File: src/rtl/rca8_shared_sched.sv
// Shared 8-bit ripple-carry adder time-multiplexed between NREQ requesters.
// Multi-byte operations arrive LSB-first as bursts; the carry is chained between beats.
module rca8_shared_sched #(
  parameter int NREQ = 4,
  parameter int W    = 8
) (
  input  logic              clk_i,
  input  logic              rst_i,
  input  logic [NREQ-1:0]   req_valid_i,
  output logic [NREQ-1:0]   req_ready_o,
  input  logic [NREQ*W-1:0] req_a_i,
  input  logic [NREQ*W-1:0] req_b_i,
  input  logic [NREQ-1:0]   req_last_i,
  output logic              res_valid_o,
  input  logic              res_ready_i,
  output logic [W-1:0]      res_sum_o,
  output logic              res_cout_o,
  output logic              res_last_o,
  output logic [1:0]        res_id_o,
  output logic              busy_o
);

  typedef enum logic {IDLE, BURST} state_t;

  state_t       state_q;
  logic [1:0]   lock_q;
  logic [1:0]   ptr_q;
  logic         carry_q;
  logic         resValid_q;
  logic [W-1:0] resSum_q;
  logic         resCout_q;
  logic         resLast_q;
  logic [1:0]   resId_q;

  logic         grantFound;
  logic [1:0]   grantIdx;
  logic [1:0]   cand;
  logic [W-1:0] opA;
  logic [W-1:0] opB;
  logic         selValid;
  logic         selLast;
  logic         canLoad;
  logic         accept;
  logic         cin;
  logic [W:0]   chain;
  logic [W-1:0] sum_d;
  logic         cout_d;

  // A locked burst owns the adder; otherwise search round-robin after the last finisher.
  always_comb begin
    grantFound = 1'b0;
    grantIdx   = lock_q;
    cand       = '0;
    if (state_q == BURST) begin
      grantFound = 1'b1;
    end else begin
      for (int k = 1; k <= NREQ; k++) begin
        cand = 2'((int'(ptr_q) + k) % NREQ);
        if (!grantFound && req_valid_i[cand]) begin
          grantFound = 1'b1;
          grantIdx   = cand;
        end
      end
    end
  end

  always_comb begin
    opA      = '0;
    opB      = '0;
    selValid = 1'b0;
    selLast  = 1'b0;
    for (int i = 0; i < NREQ; i++) begin
      if (grantIdx == 2'(i)) begin
        opA      = req_a_i[i*W +: W];
        opB      = req_b_i[i*W +: W];
        selValid = req_valid_i[i];
        selLast  = req_last_i[i];
      end
    end
  end

  assign canLoad = !resValid_q || res_ready_i;
  assign accept  = grantFound && canLoad && selValid;
  assign cin     = (state_q == BURST) ? carry_q : 1'b0;

  assign chain[0] = cin;
  for (genvar j = 0; j < W; j++) begin : g_rca
    assign sum_d[j]   = opA[j] ^ opB[j] ^ chain[j];
    assign chain[j+1] = (opA[j] & opB[j]) | (chain[j] & (opA[j] ^ opB[j]));
  end
  assign cout_d = chain[W];

  always_comb begin
    req_ready_o = '0;
    for (int i = 0; i < NREQ; i++) begin
      req_ready_o[i] = !rst_i && grantFound && canLoad && (grantIdx == 2'(i));
    end
  end

  // Result register doubles as a one-deep skid: a transfer and a new load may share a cycle.
  always_ff @(posedge clk_i) begin
    if (rst_i) begin
      state_q    <= IDLE;
      lock_q     <= '0;
      ptr_q      <= 2'(NREQ - 1);
      carry_q    <= 1'b0;
      resValid_q <= 1'b0;
      resSum_q   <= '0;
      resCout_q  <= 1'b0;
      resLast_q  <= 1'b0;
      resId_q    <= '0;
    end else begin
      if (accept) begin
        resValid_q <= 1'b1;
        resSum_q   <= sum_d;
        resCout_q  <= cout_d;
        resLast_q  <= selLast;
        resId_q    <= grantIdx;
        if (selLast) begin
          state_q <= IDLE;
          ptr_q   <= grantIdx;
          carry_q <= 1'b0;
        end else begin
          state_q <= BURST;
          lock_q  <= grantIdx;
          carry_q <= cout_d;
        end
      end else if (res_ready_i) begin
        resValid_q <= 1'b0;
      end
    end
  end

  assign res_valid_o = resValid_q && !rst_i;
  assign res_sum_o   = resSum_q;
  assign res_cout_o  = resCout_q;
  assign res_last_o  = resLast_q;
  assign res_id_o    = resId_q;
  assign busy_o      = !rst_i && ((state_q == BURST) || resValid_q);

endmodule

File: config.mk
export PLATFORM = sky130hd
export DESIGN_NAME = rca8_shared_sched
export DESIGN_NICKNAME = d
export VERILOG_FILES = /design/src/rtl/rca8_shared_sched.sv
export SDC_FILE = /design/constraint.sdc
export NUM_CORES = 1
export LEC_CHECK = 0
export CAP_MARGIN = 20
export CORE_MARGIN = 1.5
export CORE_UTILIZATION = 39
export DETAILED_ROUTE_END_ITERATION = 10
export GPL_TIMING_DRIVEN = 0
export PLACE_DENSITY = 0.76
export SETUP_SLACK_MARGIN = 0.3
export SYNTH_ARGS = -nofsm -noshare
export SYNTH_HDL_FRONTEND = slang
export SYNTH_SLANG_ARGS = --single-unit
export TNS_END_PERCENT = 20
File: constraint.sdc
create_clock -name clk_i -period 6.1 [get_ports clk_i]
set_input_delay 1.525 -clock clk_i [delete_from_list [all_inputs] [get_ports clk_i]]
set_output_delay 1.525 -clock clk_i [all_outputs]
set_load 0.02 [all_outputs]
==> results.txt, run 1 <==
Peak VDD IR = 0.000310 V
Final Wtd Congestion = 0.906
synthesized area = 0.00217 mm^2
Final WS setup = 0.0386 ns
FMAX = 165 MHz
vias in the first global route = 2549
cell internal pwr = 0.952 mW
Cell Rows = 26
WL final = 7.71 mm
wire per inst = 15.7 um
Hold Violations, Final = 0
clk_lat worst skew = 0.26 ns
# setup viols final = 0
# H-tree levels = 1
Placed Instances = 465
post-synth top area cell = dfxtp_1
setup TNS = 0 ns
Clock Sink Count = 19
Port Buffers = 91
Final Non-Filler Cells = 491
CP arrival = 6.19 ns
Die Footprint = 0.00602 mm^2
Synth Register Bits = 19
net switching power = 0.985 mW
fraction of registers with async set/reset = 0%
kind of start point of the critical path = primary input
Worst R2R Setup Slack = 0.90 ns
Met1 Wirelength = 3.37 mm
max-cap violation count = 0
CP endpoint kind = flop
CTS buffer count = 3
Hold Slack = 0.464 ns
Leak Pwr = 1.51 nW
Place WS = -1.25 ns
YS warnings = 0
DR WL met3 = 480 um
clock-pin slew on the worst setup and hold paths = 0.08 ns
Antenna diodes = 0
Final min period = 6.06 ns
cell mode on critical path = fa_2
Vias = 2716
first-pass detailed-route iteration total = 4
Synth Net Count = 387
Power Density = 534 mW/mm^2
RSZ-0062 raised after global routing = true
Detailed Place HPWL = 5.51 mm
Clock power frac = 4.7%
Worst Hold Class = flop to flop
cell count after synthesis = 304
Syn Area/Cell = 7.14 um^2
Comb power frac = 84.7%
Die X = 77.6 um
crit path kind = primary input to flop
vias per inst = 5.53
ys flop type = dfxtp_1
layout cells sized above 1 = 24.0%
slowest stage delay, CP = 0.50 ns
register area share after synthesis = 17.5%
# DRC = 0
fin nets = 505
area share of the largest cell type after synthesis = 17.5%
Worst slew margin = 59.1%
CTS tree = done
core area = 0.00524 mm^2
Slew @ Worst Pin = 0.613 ns
Slew Limit Fails = 0
Initial Util = 41.4%
Reg power frac = 10.6%
CTS root buf = clkbuf_8
clk_skew = 0.00644 ns
Synth area leaders = dfxtp_1 18%, nand2_1 15%, fa_1 7.4%
critical path peak fanout = 9
Area Overhead vs Synth = 67.3%
DR WL met2 = 3.74 mm
post-route ant nets = 0
first-pass GRT wire length = 12.1 mm
Bufs on Longest Clock Path = 2
grt ovf = 0
initial antenna violation count = 0
cell breakdown of the critical path = buf_6 > mux4_2 > nand3b_1 > a31oi_2 > nor4_4 > nand2_2 > buf_8 > buf_4 > buf_4 > nand3_1 > nand2_2 > fa_2 > fa_2 > fa_2 > fa_2 > inv_2 > fa_2 > inv_2 > fa_2 > inv_2 > fa_1 > inv_1 > a211o_1 > a21oi_2
Post-synth EDFFs = 0
uppermost layer routed = met4
slowest CP cell = mux4_2
Yosys cell types = 49
status = finished, final reports clean
die height = 77.6 um
fin crit share = 99.4%
Ports = 93
switch share = 50.9%
Worst EP required = 6.23 ns
First DRT Iteration DRCs = 201
pin count of the biggest net entering global routing = 12
Power, Total = 1.94 mW
GRT Util Overall = 24.7%
==> cell families after synthesis <==
family	count (synthesis)	share of synthesized area (%)
and+or+nand+nor	158	34.4
DFF	19	17.5
adders and majority gates	8	7.38
buffers and inverters	45	9.51
muxes	9	5.30
AOI/OAI and AO/OA	65	25.9
==> routing by layer <==
layer	track usage [%]	vias to the layer above
met5	0	-
met4	6.36	0
met3	2.12	11
met2	40.9	117
met1	34.3	1289
li1	-	1299
==> cell usage in the layout, fill, tap and decap left out, types with 3 or more instances in the layout <==
cell             count
clkbuf_8             3
a21oi_1              6
a211o_1              3
nor3b_1              3
clkbuf_2             3
nand2_2              4
o211ai_1             7
fa_2                 7
nor2_1              15
nand3_2              5
and3_1               6
nand3b_1             3
nor2b_1              3
clkdlybuf4s50_1     88
buf_4               25
nand2_1             83
o21ai_2              3
mux2i_1              7
buf_6                9
inv_1               19
dfxtp_1             19
o31a_1               3
a31oi_1              5
a211oi_1             8
inv_2                3
nand3_1             22
a211oi_2             8
o21ai_0              3
==> what timing repair did <==
item,in CTS,in global routing
resized for setup,61,19
endpoints found under the hold margin,0,0
setup buffers,18,4
pin swaps,19,21
endpoints found under the setup margin,11,4
hold buffers,0,0
==> final timing paths <==
kind,from,endpoint,cells past startpoint
worst min-delay path,res_sum_o[1],res_sum_o[1],2
worst min register to register,res_sum_o[1],res_sum_o[1],2
worst max-delay path,req_valid_i[1],res_sum_o[7],24
worst max register to register,state_q,res_sum_o[7],20
==> synth_stat cells (all sizes together) (2+ instances only) <==
cell    count
o211ai      7
dfxtp      19
and3        7
nand3b      3
o31ai       3
nand3      27
mux2i       7
a21oi       7
fa          8
o21ai       8
nand2b      2
a211oi     16
clkbuf      7
a32o        2
inv        22
nand2      87
mux4        2
o31a        3
nor3        2
and3b       2
buf        16
a211o       3
nor2       16
nor2b       3
nor3b       5
a31oi       8
==> critical path, delay by kind of cell <==
family | cells | cell delay [ns]
multiplexers | 1 | 0.50
buffers and inverters | 8 | 0.81
AO/OA/AOI/OAI | 3 | 0.25
AND/OR/NAND/NOR | 5 | 0.73
adder cells (fa/ha/maj) | 7 | 2.37
==> registers in the layout (all words and copies together), names as in the netlist <==
name and flops:
carry_q 1, lock_q 2, ptr_q 2, resValid_q 1, res_cout_o 1, res_id_o 2
res_last_o 1, res_sum_o 8, state_q 1
==> stage by stage <==
stage / instance area [um^2] / util (%)
after global routing: 3630 / 69.4
after detailed placement: 3200 / 61.0
after CTS: 3520 / 67.2
after global placement: 3200 / 61.0
after floorplan: 2200 / -
final: 3630 / 69.4
==> power by group through the flow <==
| stage | clock (mW) | sequential, mW | combinational (mW) |
|---|---|---|---|
| final | 0.0904 | 0.206 | 1.64 |
| after CTS | 0.0882 | 0.203 | 1.55 |
| after global routing | 0.0965 | 0.211 | 1.80 |
| after floorplan | 0 | 0.232 | 0.967 |
| after detailed placement | 0 | 0.204 | 1.39 |
| after global placement | 0 | 0.203 | 1.38 |
==> area by class of cell <==
class	count	area, um^2
Sequential cell	19	380
Buffer	23	195
Clock inverter	1	5.00
Inverter	22	82.6
Tap cell	70	87.6
Fill cell	425	1610
Multi-Input combinational cell	240	1750
Timing Repair Buffer	113	1090
Clock buffer	3	41.3
No activity file was read; power rests on OpenSTA's default activity.
==> inputs of run 2 (changes only) <==
- CAP_MARGIN: 20 -> not set
==> results of run 2 <==
The final DEF is identical to that of run 1; final timing and power are the same.
==> RTL change 1, RTL diff (flow settings as in run 2) <==
Set the parameter `W` to 6 (it was 8).
--- a/src/rtl/rca8_shared_sched.sv
+++ b/src/rtl/rca8_shared_sched.sv
@@ -4,3 +4,3 @@
   parameter int NREQ = 4,
-  parameter int W    = 8
+  parameter int W    = 6
 ) (
Interface: changed (resized req_a_i, req_b_i and res_sum_o); port bits go from 93 to 75. No check against the original RTL was run, so the function may have changed too.
==> RTL change 1 against run 2 <==
  * Worst hold slack improved by 16 ps
  * Largest cell class unchanged
  * Clock skew down 4.4 ps
  * Routed wire length decreased by 38%
  * Worst setup slack improved by 470 ps
  * Global-route usage is 2.0 points lower
  * Synthesized cell count is 37% lower
  * Total power shrank 33%
  * Sequential share of layout area increased by 2.9 points
  * Utilization fell by 5.5 points
  * Sequential cell count fell by 2
  * Critical path type unchanged
  * Combinational power down 37%
  * Area after synthesis decreased by 26%
  * Die area down 25%
  * Design area fell by 30%
==> RTL change 1: results (changes against run 2) <==
syn nets: 257 (-34%)
peak supply drop: 0.283 mV (-8.8%)
critical path arrival: 5710 ps (-480 ps)
most area-consuming cells after synthesis: dfxtp_1 21%, mux2i_1 11%, fa_1 7.5%, mux2_2 7.0%, a21oi_1 5.3%
mux cell area share after synthesis: 0.216 (+0.163)
FF-to-FF Start: ptr_q[1]$_SDFFE_PP1P_
Detailed Route WL: 4760 um (-38%)
Slew HR: 0.549 (-0.0426)
# fillers: 373 (-12%)
slowest CP cell: fa_1
DR iter-0 viols: 80 (-60%)
layout cells sized above 1: 0.184 (-0.0558)
Leakage: 1.01 nW (-33%)
Seq/Total Area, Yosys: 0.213 (+0.0375)
Worst path max stage delay: 450 ps (-50 ps)
Compound-Gate Fraction of Synth Area: 0.251 (-0.00781)
depth of the worst register-to-register path: 19 (-5.0%)
status: completed
count of buffers from port buffering: 72 (-21%)
first-pass GRT wire length: 7860 um (-35%)
largest net degree at the start of global routing: 11 (-1)
setup slack, reg-to-reg: 1610 ps (+710 ps)
gpl congestion: 0.799 (-12%)
most instantiated cells after synthesis: 18 x mux2i_1, 17 x a21oi_1, 17 x dfxtp_1, 17 x o21ai_0
FF-to-FF End: res_sum_o[5]$_SDFFE_PP0P_
Yosys cell types: 43 (-12%)
==> RTL change 1: through the flow <==
stage / power (mW) / worst slack (ps) / instance area, um2 / std cells / hold slack, ps
after floorplan: 0.832 / 520 / 1600 / 192 / 438
after global placement: 1.11 / -546 / 2380 / 314 / 461
after detailed placement: 1.12 / -540 / 2380 / 314 / 468
after CTS: 1.29 / 449 / 2530 / 327 / 477
after global routing: 1.40 / 331 / 2540 / 327 / 515
final: 1.29 / 513 / 2540 / 327 / 480
==> RTL change 1: area by class of cell <==
cell class                      instances  area share
Buffer                                 15      0.0414
Tap cell                               50      0.0247
Timing Repair Buffer                   81       0.306
Multi-Input combinational cell        151       0.462
Clock inverter                          1     0.00197
Inverter                                9      0.0133
Clock buffer                            3      0.0163
Sequential cell                        17       0.134
==> RTL change 1: logic make-up after synthesis <==
| kind of cell | Yosys count |
|---|---|
| buffers and inverters | 24 |
| muxes | 31 |
| DFF | 17 |
| and+or+nand+nor | 56 |
| AOI/OAI and AO/OA | 58 |
| adders and majority gates | 6 |
==> RTL change 1: repair_timing <==
action,4_1_cts,5_1_grt
setup buffers,9,0
resized for setup,17,7
endpoints found under the setup margin,8,1
gates cloned,0,0
pin swaps,6,0
==> RTL change 1: worst max-delay path: cells and delay by family <==
kind            cells  cell delay (ps)
compound gates      5              760
fa+ha+maj           6             2070
buf+inv             6              750
mux                 1              150
simple gates        2              450
==> RTL change 1: worst min path at each step <==
stage | from | to | slack (ps)
after CTS | carry_q$_SDFFE_PP0P_ | carry_q$_SDFFE_PP0P_ | 480
after detailed placement | carry_q$_SDFFE_PP0P_ | carry_q$_SDFFE_PP0P_ | 470
final | res_sum_o[5]$_SDFFE_PP0P_ | res_sum_o[5]$_SDFFE_PP0P_ | 480
after global routing | carry_q$_SDFFE_PP0P_ | carry_q$_SDFFE_PP0P_ | 510
after floorplan | lock_q[1]$_SDFFE_PP0P_ | lock_q[1]$_SDFFE_PP0P_ | 440
after global placement | carry_q$_SDFFE_PP0P_ | carry_q$_SDFFE_PP0P_ | 460
==> RTL change 1: where the power goes <==
| group | switching, mW | internal [mW] |
|---|---|---|
| sequential | 0.0216 | 0.155 |
| combinational | 0.543 | 0.488 |
| clock | 0.0399 | 0.0454 |
| total | 0.604 | 0.689 |
==> RTL change 1: metal layers <==
layer  up-vias  part of all wire  global-route usage
li1        871                 -                   -
met5         -                 0                   0
met1       843              0.40               0.262
met4         0             0.020              0.0663
met3        10             0.074              0.0524
met2        74              0.50               0.411
==> RTL change 2, RTL diff (flow settings as in run 2) <==
Made on the original files. Make the reset (`rst_i`) asynchronous in one clocked block.
--- a/src/rtl/rca8_shared_sched.sv
+++ b/src/rtl/rca8_shared_sched.sv
@@ -100,3 +100,3 @@
   // Result register doubles as a one-deep skid: a transfer and a new load may share a cycle.
-  always_ff @(posedge clk_i) begin
+  always_ff @(posedge clk_i or posedge rst_i) begin
     if (rst_i) begin
Formal check against the unedited RTL: differs if rst_i is asserted again (counterexample within 4 cycles, from zero or initial values and one cycle with rst_i high); with rst_i held inactive, the same outputs for 4 cycles.
==> RTL change 2 against run 2 <==
  * Design area fell by 7.1%
  * Synthesized cell count is 23% lower
  * Largest power group unchanged
  * Sequential cell count is the same
  * Via count is 21% lower
  * Sequential power up 19%
  * Critical endpoint is now res_sum_o[7]$_DFFE_PP0P_
  * Routed wire length is 24% lower
  * Worst setup slack better by 260 ps
  * Sequential share of layout area increased by 3.7 points
  * Total power increased by 4.4%
  * Area after synthesis down 5.4%
==> RTL change 2: results (changes against run 2) <==
status: completed
Tmin final: 5810 ps (-256 ps)
sequential cell area share: 0.142 (+0.0369)
HPWL after DPL: 4440 um (-19%)
Multi-In Gates: 179 (-25%)
clock-cell share of area: 0.0133 (+0.000603)
vias in the first global route: 2022 (-21%)
Worst Setup EP: res_sum_o[7]$_DFFE_PP0P_
clock skew: 2.54 ps (-3.90 ps)
gpl congestion: 0.819 (-9.6%)
crit path max fanout: 6 (-3)
Final nets: 427 (-15%)
clock buffer count: 4 (+1)
most instantiated cells after synthesis: 29 x mux2i_1, 24 x nand2_1, 18 x o21ai_0
first-pass GRT wire length: 9150 um (-25%)
Hold Path Origin: res_last_o$_DFFE_PP0P_
cells after synthesis: 233 (-23%)
Switch Pwr: 0.917 mW (-6.9%)
overall global routing resource usage: 0.210 (-0.0368)
Post-CTS Setup Bufs: 13 (-5)
slowest CP cell: fa_1
count of buffers from port buffering: 92 (+1.1%)
Buffers excl. clock: 124 (-8.8%)
Clock power frac: 0.043 (-0.004)
peak supply drop: 0.424 mV (+37%)
FF-to-FF Start: ptr_q[1]$_DFFE_PP1P_
Detailed Route WL: 5850 um (-24%)
largest family of logic cells by synthesized area: multiplexers
multi-input combinational area share: 0.439 (-0.0422)
Setup crit start: req_valid_i[0]
sequential share of power: 0.122 (+0.016)
most area-consuming cells after synthesis: dfrtp_1 21%, mux2i_1 14%, fa_1 7.8%, mux2_2 6.6%, o21ai_0 4.4%
Area after DPL: 3100 um2 (-3.1%)
DR iter-0 viols: 143 (-29%)
inverters: 17 (-23%)
critical path arrival: 5950 ps (-240 ps)
Yosys cell types: 45 (-8.2%)
dpl cells: 395 (-15%)
Worst path max stage delay: 410 ps (-90 ps)
setup slack, reg-to-reg: 1040 ps (+140 ps)
FF/Latch Area: 478 um2 (+26%)
Non-Filler Instances: 413 (-16%)
Compound-Gate Fraction of Synth Area: 0.182 (-0.0767)
Via density: 5.18 (-6.3%)
-- RTL change 2: routing by layer --
| layer | global-route usage | vias up | wire [um] |
|---|---|---|---|
| li1 | - | 1037 | - |
| met1 | 0.282 | 1008 | 2440 |
| met2 | 0.345 | 83 | 2930 |
| met3 | 0.0423 | 12 | 340 |
| met4 | 0.0595 | 0 | 138 |
| met5 | 0 | - | 0 |
-- RTL change 2: worst min-delay path by stage --
stage                                           to  slack (ps)  cells past startpoint
after floorplan                carry_q$_DFFE_PP0P_         460                      1
after global placement    res_sum_o[7]$_DFFE_PP0P_         470                      1
after detailed placement    res_last_o$_DFFE_PP0P_         470                      1
after CTS                   res_last_o$_DFFE_PP0P_         490                      1
after global routing      res_sum_o[5]$_DFFE_PP0P_         530                      1
final                       res_last_o$_DFFE_PP0P_         490                      1
